File: src/rtl/midi_pkg.sv
// Shared MIDI encoding helpers for the outbound message path.
// Holds status nibble codes, the byte-count decode and the real-time predicate.
package midi_pkg;

  localparam logic [3:0] NOTE_OFF = 4'h8;
  localparam logic [3:0] NOTE_ON  = 4'h9;
  localparam logic [3:0] POLY_AT  = 4'hA;
  localparam logic [3:0] CC       = 4'hB;
  localparam logic [3:0] PROG     = 4'hC;
  localparam logic [3:0] CH_AT    = 4'hD;
  localparam logic [3:0] PITCH    = 4'hE;
  localparam logic [3:0] SYS      = 4'hF;

  typedef enum logic [1:0] {IDLE, S_STATUS, S_D1, S_D2} tx_state_e;

  // Total bytes on the wire (status included) for a given status byte.
  function automatic logic [1:0] msg_len(input logic [7:0] status);
    logic [1:0] len;
    case (status[7:4])
      NOTE_OFF, NOTE_ON, POLY_AT, CC, PITCH: len = 2'd3;
      PROG, CH_AT:                           len = 2'd2;
      SYS: begin
        case (status[3:0])
          4'h1, 4'h3: len = 2'd2;
          4'h2:       len = 2'd3;
          default:    len = 2'd1;
        endcase
      end
      default: len = 2'd1;
    endcase
    return len;
  endfunction

  function automatic logic is_realtime(input logic [7:0] status);
    return status[7:3] == 5'b11111;
  endfunction

  function automatic logic is_channel(input logic [7:0] status);
    return status[7] && (status[7:4] != SYS);
  endfunction

endpackage

File: src/rtl/midi_msg_tx.sv
// MIDI event-to-byte encoder with running-status compression, feeding the
// simpleuart write port one byte at a time.
module midi_msg_tx
  import midi_pkg::*;
#(
  parameter int          RUNNING_STATUS    = 1,
  parameter int unsigned RS_TIMEOUT_CYCLES = 4800000
) (
  input  logic       clk,
  input  logic       resetn,
  input  logic       ev_valid,
  output logic       ev_ready,
  input  logic [7:0] ev_status,
  input  logic [6:0] ev_data1,
  input  logic [6:0] ev_data2,
  output logic       tx_we,
  output logic [7:0] tx_data,
  input  logic       tx_busy,
  output logic       drop,
  output logic       idle
);

  localparam logic [31:0] TO = 32'(RS_TIMEOUT_CYCLES);

  tx_state_e   state, state_d;
  logic [7:0]  st_q;
  logic [6:0]  d1_q, d2_q;
  logic [1:0]  len_q;
  logic [7:0]  ls_byte;
  logic        ls_valid;
  logic [31:0] rs_cnt;

  logic        accept, wr_ok, expired, suppress;
  logic [7:0]  cur_st, tx_data_d;
  logic [6:0]  cur_d1, cur_d2;

  assign accept  = ev_valid && ev_ready;
  assign wr_ok   = tx_we && !tx_busy;
  // Expiry is evaluated combinationally so an accept in the same cycle already sees it.
  assign expired = (TO != 32'd0) && (rs_cnt >= TO);
  assign suppress = (RUNNING_STATUS != 0) && is_channel(ev_status) &&
                    ls_valid && !expired && (ev_status == ls_byte);

  assign cur_st = accept ? ev_status : st_q;
  assign cur_d1 = accept ? ev_data1  : d1_q;
  assign cur_d2 = accept ? ev_data2  : d2_q;

  always_ff @(posedge clk or negedge resetn) begin
    if (!resetn) state <= IDLE;
    else         state <= state_d;
  end

  always_comb begin
    state_d = state;
    case (state)
      IDLE: if (accept && ev_status[7])
              state_d = suppress ? S_D1 : S_STATUS;
      S_STATUS: if (wr_ok) state_d = (len_q > 2'd1) ? S_D1 : IDLE;
      S_D1:     if (wr_ok) state_d = (len_q == 2'd3) ? S_D2 : IDLE;
      S_D2:     if (wr_ok) state_d = IDLE;
      default:  state_d = IDLE;
    endcase
  end

  always_comb begin
    ev_ready = (state == IDLE);
    idle     = (state == IDLE) && !ev_valid;
  end

  // Byte register is loaded from the state being entered, so the next byte
  // appears the cycle after the previous one is accepted.
  always_comb begin
    tx_data_d = tx_data;
    case (state_d)
      S_STATUS: tx_data_d = cur_st;
      S_D1:     tx_data_d = {1'b0, cur_d1};
      S_D2:     tx_data_d = {1'b0, cur_d2};
      default:  tx_data_d = tx_data;
    endcase
  end

  always_ff @(posedge clk or negedge resetn) begin
    if (!resetn) begin
      tx_we   <= 1'b0;
      tx_data <= 8'h00;
      drop    <= 1'b0;
      st_q    <= 8'h00;
      d1_q    <= 7'h00;
      d2_q    <= 7'h00;
      len_q   <= 2'd1;
    end else begin
      tx_we   <= (state_d != IDLE);
      tx_data <= tx_data_d;
      drop    <= accept && !ev_status[7];
      if (accept) begin
        st_q  <= ev_status;
        d1_q  <= ev_data1;
        d2_q  <= ev_data2;
        len_q <= msg_len(ev_status);
      end
    end
  end

  always_ff @(posedge clk or negedge resetn) begin
    if (!resetn) begin
      ls_valid <= 1'b0;
      ls_byte  <= 8'h00;
    end else if (state == S_STATUS && wr_ok && is_channel(st_q)) begin
      ls_valid <= 1'b1;
      ls_byte  <= st_q;
    end else if (accept && ev_status[7:4] == SYS && !is_realtime(ev_status)) begin
      ls_valid <= 1'b0;
    end else if (expired) begin
      ls_valid <= 1'b0;
    end
  end

  // Real-time bytes must not refresh the running-status window.
  always_ff @(posedge clk or negedge resetn) begin
    if (!resetn)                           rs_cnt <= 32'd0;
    else if (wr_ok && !is_realtime(tx_data)) rs_cnt <= 32'd0;
    else if (rs_cnt != 32'hFFFF_FFFF)      rs_cnt <= rs_cnt + 32'd1;
  end

endmodule

File: config.mk
export PLATFORM = sky130hd
export DESIGN_NAME = midi_msg_tx
export DESIGN_NICKNAME = d
export VERILOG_FILES = /design/src/rtl/midi_pkg.sv /design/src/rtl/midi_msg_tx.sv
export SDC_FILE = /design/constraint.sdc
export NUM_CORES = 1
export LEC_CHECK = 0
export BUFFER_PORTS_ARGS = -buffer_cell sky130_fd_sc_hd__buf_2
export CAP_MARGIN = 20
export CORE_ASPECT_RATIO = 1.25
export CORE_MARGIN = 3
export CORE_UTILIZATION = 63
export DETAILED_ROUTE_END_ITERATION = 8
export PLACE_DENSITY = 0.95
export SETUP_SLACK_MARGIN = 0.3
export SYNTH_ARGS = -nofsm -noshare
export SYNTH_HDL_FRONTEND = slang
export SYNTH_SLANG_ARGS = --single-unit
File: constraint.sdc
create_clock -name clk -period 3.7 [get_ports clk]
set_input_delay 0 -clock clk [delete_from_list [all_inputs] [get_ports clk]]
set_output_delay 0 -clock clk [all_outputs]
set_load 0.02 [all_outputs]
# Word-level counts from Yosys, hierarchy flattened
# Index checks and enable logic that the tools add are counted.
word_totals:
  input_bits: 26
  output_inout_bits: 12
  regBits: 77
op_classes:
  n_lt_le_gt_ge: 2
  n_mux: 19
  n_addsub: 1
  n_eq_ne: 24
  n_reduce_logical: 29
ops:
  columns: ["cell", "n"]
  rows:
  - ["$mux 32", 2]
  - ["$add 32x1->32 const B", 1]
  - ["$eq 4x4->1 const B", 8]
  - ["$ge 32x23->1 const B", 1]
  - ["$ne 32x32->1 const B", 1]
  - ["$pmux 8 s3", 1]
  - ["$logic_and 1x1->1", 15]
  - ["$mux 2", 7]
  - ["$mux 7", 2]
  - ["$eq 2x2->1 const B", 5]
  - ["$eq 5x5->1 const B", 2]
  - ["$eq 4x2->1 const B", 2]
  - ["$eq 8x8->1", 1]
  - ["$mux 8", 1]
  - ["$ne 4x4->1 const B", 2]
  - ["$pmux 2 s4", 1]
  - ["$logic_not 1->1", 6]
  - ["$pmux 2 s3", 1]
  - ["$reduce_bool 3->1", 2]
  - ["$reduce_or 5->1", 1]
  - ["$eq 2x1->1 const B", 2]
  - ["$eq 4x1->1 const B", 1]
  - ["$pmux 2 s2", 1]
  - ["$reduce_bool 2->1", 2]
  - ["other kinds (4)", 7]

# Longest topological paths before layout
depth:
  depth_word: 10
  depth_mapped: 9
  depth_no_buf: 7

# Worst setup path before layout
# No wires, ideal clock.
synth_path:
  path_type: "register to register"
  startpoint: "register state[0]"
  endpoint: "register tx_data[0]"
  path_stages_with_launch: 9
  required_ns: 3.564
  setup_time_ns: 0.136
  n_path_buf: 2
  t_arrival_ns: 2.235
  path_slack_ns: 1.329
  path_cell_list: "dfrtp_1 nor2_1 and2_1 clkbuf_1 nand2_1 or4_1 buf_2 nand2_1 a221oi_1"
synth_between:
  elab_chain_len: 7
  elab_cells_between_ends: 19
synth_rtl:
  columns: ["element", "line_no", "text"]
  rows:
  - ["from (decl)", "midi_msg_tx.sv:25", "tx_state_e state, state_d;"]
  - ["from (signal assigned)", "midi_msg_tx.sv:50", "else state <= state_d;"]
  - ["$logic_not 2->1 (*)", "midi_msg_tx.sv:66", "ev_ready = (state == IDLE);"]
  - ["via ev_ready", "midi_msg_tx.sv:12", "output logic ev_ready,"]
  - ["$logic_and 1x1->1", "midi_msg_tx.sv:37", "assign accept = ev_valid && ev_ready;"]
  - ["$logic_and 1x1->1", "midi_msg_tx.sv:56", "IDLE: if (accept && ev_status[7])"]
  - ["$mux 2", "midi_msg_tx.sv:56", null]
  - ["$pmux 2 s4 (*)", "midi_msg_tx.sv:55", "case (state)"]
  - ["via state_d[1]", "midi_msg_tx.sv:25", null]
  - ["$eq 2x2->1 / $eq 2x1->1 (equally long branches)", "midi_msg_tx.sv:74", "case (state_d)"]
  - ["$pmux 8 s3 / $reduce_bool 3->1 (equally long branches)", null, null]
  - ["to (signal assigned)", "midi_msg_tx.sv:93", "tx_data <= tx_data_d;"]
  - ["to (decl)", "midi_msg_tx.sv:17", "output logic [7:0] tx_data,"]
# The timed path passes the listed nets; every way through them passes the cells marked *.
# A chain may end at the register's enable or synchronous reset.

# Worst setup path in the final report
layout_path:
  startpoint: "register rs_cnt[30]"
  endpoint: "register tx_data[3]"
layout_between:
  elab_chain_len: 9
  elab_cells_between_ends: 12
layout_rtl:
  columns: ["element", "line_no", "text"]
  rows:
  - ["from (decl)", "midi_msg_tx.sv:31", "logic [31:0] rs_cnt;"]
  - ["from (signal assigned)", "midi_msg_tx.sv:122", "else if (rs_cnt != 32'hFFFF_FFFF) rs_cnt <= rs_cnt + 32'd1;"]
  - ["$ge 32x23->1 (*)", "midi_msg_tx.sv:40", "assign expired = (TO != 32'd0) && (rs_cnt >= TO);"]
  - ["$logic_not 1->1 (*)", "midi_msg_tx.sv:42", "ls_valid && !expired && (ev_status == ls_byte);"]
  - ["$logic_and 1x1->1 (*) (2 in a row)", "midi_msg_tx.sv:42", null]
  - ["$mux 2 (*)", "midi_msg_tx.sv:57", "state_d = suppress ? S_D1 : S_STATUS;"]
  - ["$mux 2 (*)", "midi_msg_tx.sv:56", null]
  - ["$pmux 2 s4 (*)", "midi_msg_tx.sv:55", null]
  - ["via state_d[1]", "midi_msg_tx.sv:25", null]
  - ["$eq 2x2->1 / $eq 2x1->1 (equally long branches)", "midi_msg_tx.sv:74", null]
  - ["$pmux 8 s3 / $reduce_bool 3->1 (equally long branches)", null, null]
# Marks and branches as above.

==> impl_metrics.tcl <==
set metrics [dict create \
    finish.net_count 498 \
    fp-row-count 31 \
    rsz0062_at_grt "no" \
    crit_required_ns 3.95 \
    ctsResizeCount 0 \
    grt_max_degree 78 \
    slowest_delay_ns 0.67 \
    die_y_um 93.7 \
    r2r_start "rs_cnt[30]" \
    antenna_found_initial 0 \
    ant_nets 0 \
    drive_above_1_share_pct 16.0 \
    final.setup_skew_ns 0.0114 \
    synthArstFlopShare_pct 100 \
    crit_top_cell "nand2_1" \
    grt_pass1_wl_um 16200 \
    clkTransAtPathRegs_ns 0.08 \
    yosysUniqueCellTypes 56 \
    fin_ws_ns 0.869 \
    clockRootBuffer "clkbuf_8" \
    first_pass_iters 5 \
    finalHoldViolCount 0 \
    gp_congestion 0.909 \
    min_path_cells 3 \
    postCtsSetupBuffers 0 \
    r2r-end "tx_data[3]" \
    crit_arrival_ns 3.08 \
    min_period_over_period_pct 76.5 \
    core_mm2 0.00590 \
    wl_per_cell_um 17.1 \
    power_w 0.00298 \
    path_class "flop to flop" \
    setup_viol 0 \
    maxSlewViolCount 0 \
    hold_path.class "input pin to flop" \
    syn_nets 440 \
    synth_seq_area_share_pct 49.8 \
    hold_ws_ns 0.0261 \
    ctsLongestPathBuffers 2 \
    cts_hold_buf 22 \
    clk_latency_ns 0.37 \
    fin_tns_setup_ns 0 \
    cp-start-kind "flop" \
    tightestPinTransition_ns 0.949 \
    chipWidth_um 76.1 \
    vias_per_cell 6.19 \
    power_leakage_nw 2.08 \
    yosys-top-cells-count "nand2_1 (87), dfrtp_1 (76), nor2_1 (41), nand3_1 (20), xnor2_1 (16)" \
    grt_usage_pct 28.7 \
    synth_ff_type "dfrtp_1" \
    diodes 0 \
    synth_edf_count 0 \
    drt-initial-drc-count 268 \
    cp-end-kind "flop" \
    status "complete, no violations" \
    endpoint "tx_data[3]" \
    start_util_pct 65.7 \
    die-area_mm2 0.00713 \
    grt_pass1_vias 3495 \
    finalNonFillerCells 557 \
    place_inst 519 \
    startpoint "rs_cnt[30]" \
    syn2layout_area_growth_pct 16.9 \
    ys_ff_latch 77 \
    avgSynthCellArea_um2 9.41 \
    synth_top_area_share_pct 49.1 \
    yosys_warnings 0 \
    timing.fmax_mhz 353 \
    syn_area_mm2 0.00387 \
    path_cells "nor4_1 > nand2_1 > nor4b_1 > or4_1 > nand2_1 > a221oi_1" \
    clock-sinks 77 \
    maxCapViolations 0 \
    relSlewSlack_pct 36.5 \
    portBuffers 37 \
    critPathSlowestCell "nor4b_1" \
    numCtsBuffers 9 \
    powerDensity_mw_per_mm2 658 \
    cp_max_fo 9 \
    ios 38 \
    peakVddDrop_mv 0.590 \
    cts_tree "done" \
    wl_um 9540 \
    vias 3450 \
    fin_crit_ns 2.83 \
    reg2reg_depth 6 \
    dp.final_hpwl_um 6130 \
    pre_cts_slack_ns 0.997 \
    drc 0 \
    overflow 0 \
    rrSetupSlack_ns 0.87 \
    synth_cells 412 \
    post_synth_main_area_contributors "dfrtp_1 (49%), nand2_1 (8.4%), nor2_1 (4.0%)" \
    yosys.cell_count.top_type "nand2_1" \
    htreeDepth 3 \
    synth_area_leader_cell "dfrtp_1" \
]
## through the flow
stage	instance area [um2]	util [%]
finish	4530	76.8
global route	4530	76.8
CTS	4530	76.8
detailed placement	4120	69.9
global placement	4120	69.9
floorplan	3870	-
## worst max-delay path: cells and delay by family, from the launching register on
family	cells	cell delay (ns)
AOI/OAI and AO/OA	1	0.42
DFF	1	0.43
and+or+nand+nor	5	1.86
## state kept, by name, summed over array words and instances (netlist names)
name / count
d1_q: 7
d2_q: 7
drop: 1
len_q: 2
ls_byte: 8
ls_valid: 1
rs_cnt: 32
st_q: 8
state: 2
tx_data: 8
tx_we: 1
## cell families after synthesis
group	after synthesis	share of synthesized area [%]
and+or+nand+nor	222	28.2
xor gates and xnor gates	31	7.01
buffers and inverters	21	2.39
AOI/OAI and AO/OA	53	10.3
muxes	6	1.74
adders and majority gates	2	0.646
DFF	77	49.8
## worst min-delay path by stage
stage | from | end
final | ev_status[5] | st_q[5]
after global routing | ev_status[2] | st_q[2]
after CTS | ev_status[5] | st_q[5]
after detailed placement | ev_data2[2] | d2_q[2]
after global placement | ev_data2[1] | d2_q[1]
after floorplan | resetn | d1_q[0]
## report_power, final
part / internal, W / switching (W) / total, W
combinational: 0.000399 / 0.000676 / 0.00108
clock: 0.000283 / 0.000314 / 0.000597
sequential: 0.00111 / 0.000205 / 0.00131
total: 0.00179 / 0.00120 / 0.00298
## layer usage
layer,global-route usage [%],part of all wire (%),wire [um],vias up
met5,0,0,0,-
met4,15.1,4.0,383,0
met3,3.93,5.8,552,42
met2,52.2,53,5020,168
met1,33.1,38,3590,1671
li1,-,-,-,1569
## final cells by class
type	count	area, um2
flip-flops and latches	77	1930
clock inverters	4	30.0
repair buffers	62	430
clock buffers	12	155
inverters	6	22.5
multi-input cells	314	1860
fillers	405	1370
well taps	82	103
## placed cells by master, fill, tap and decap left out, types with 7 or more instances in the layout
| cell type | netlist | layout |
|---|---|---|
| buf_2 | 2 | 36 |
| nand2_1 | 87 | 87 |
| nand3_1 | 20 | 20 |
| nor2b_1 | 10 | 10 |
| nor3_1 | 10 | 10 |
| xor2_1 | 15 | 15 |
| dlygate4sd3_1 | 0 | 22 |
| a221oi_1 | 7 | 7 |
| nand4_1 | 11 | 11 |
| and3_1 | 10 | 10 |
| clkbuf_8 | 0 | 11 |
| a32oi_1 | 7 | 7 |
| o21ai_0 | 8 | 8 |
| xnor2_1 | 16 | 16 |
| a21oi_1 | 8 | 8 |
| nor2_1 | 41 | 41 |
| dfrtp_1 | 76 | 76 |
Power figures use the tool's default switching activity.
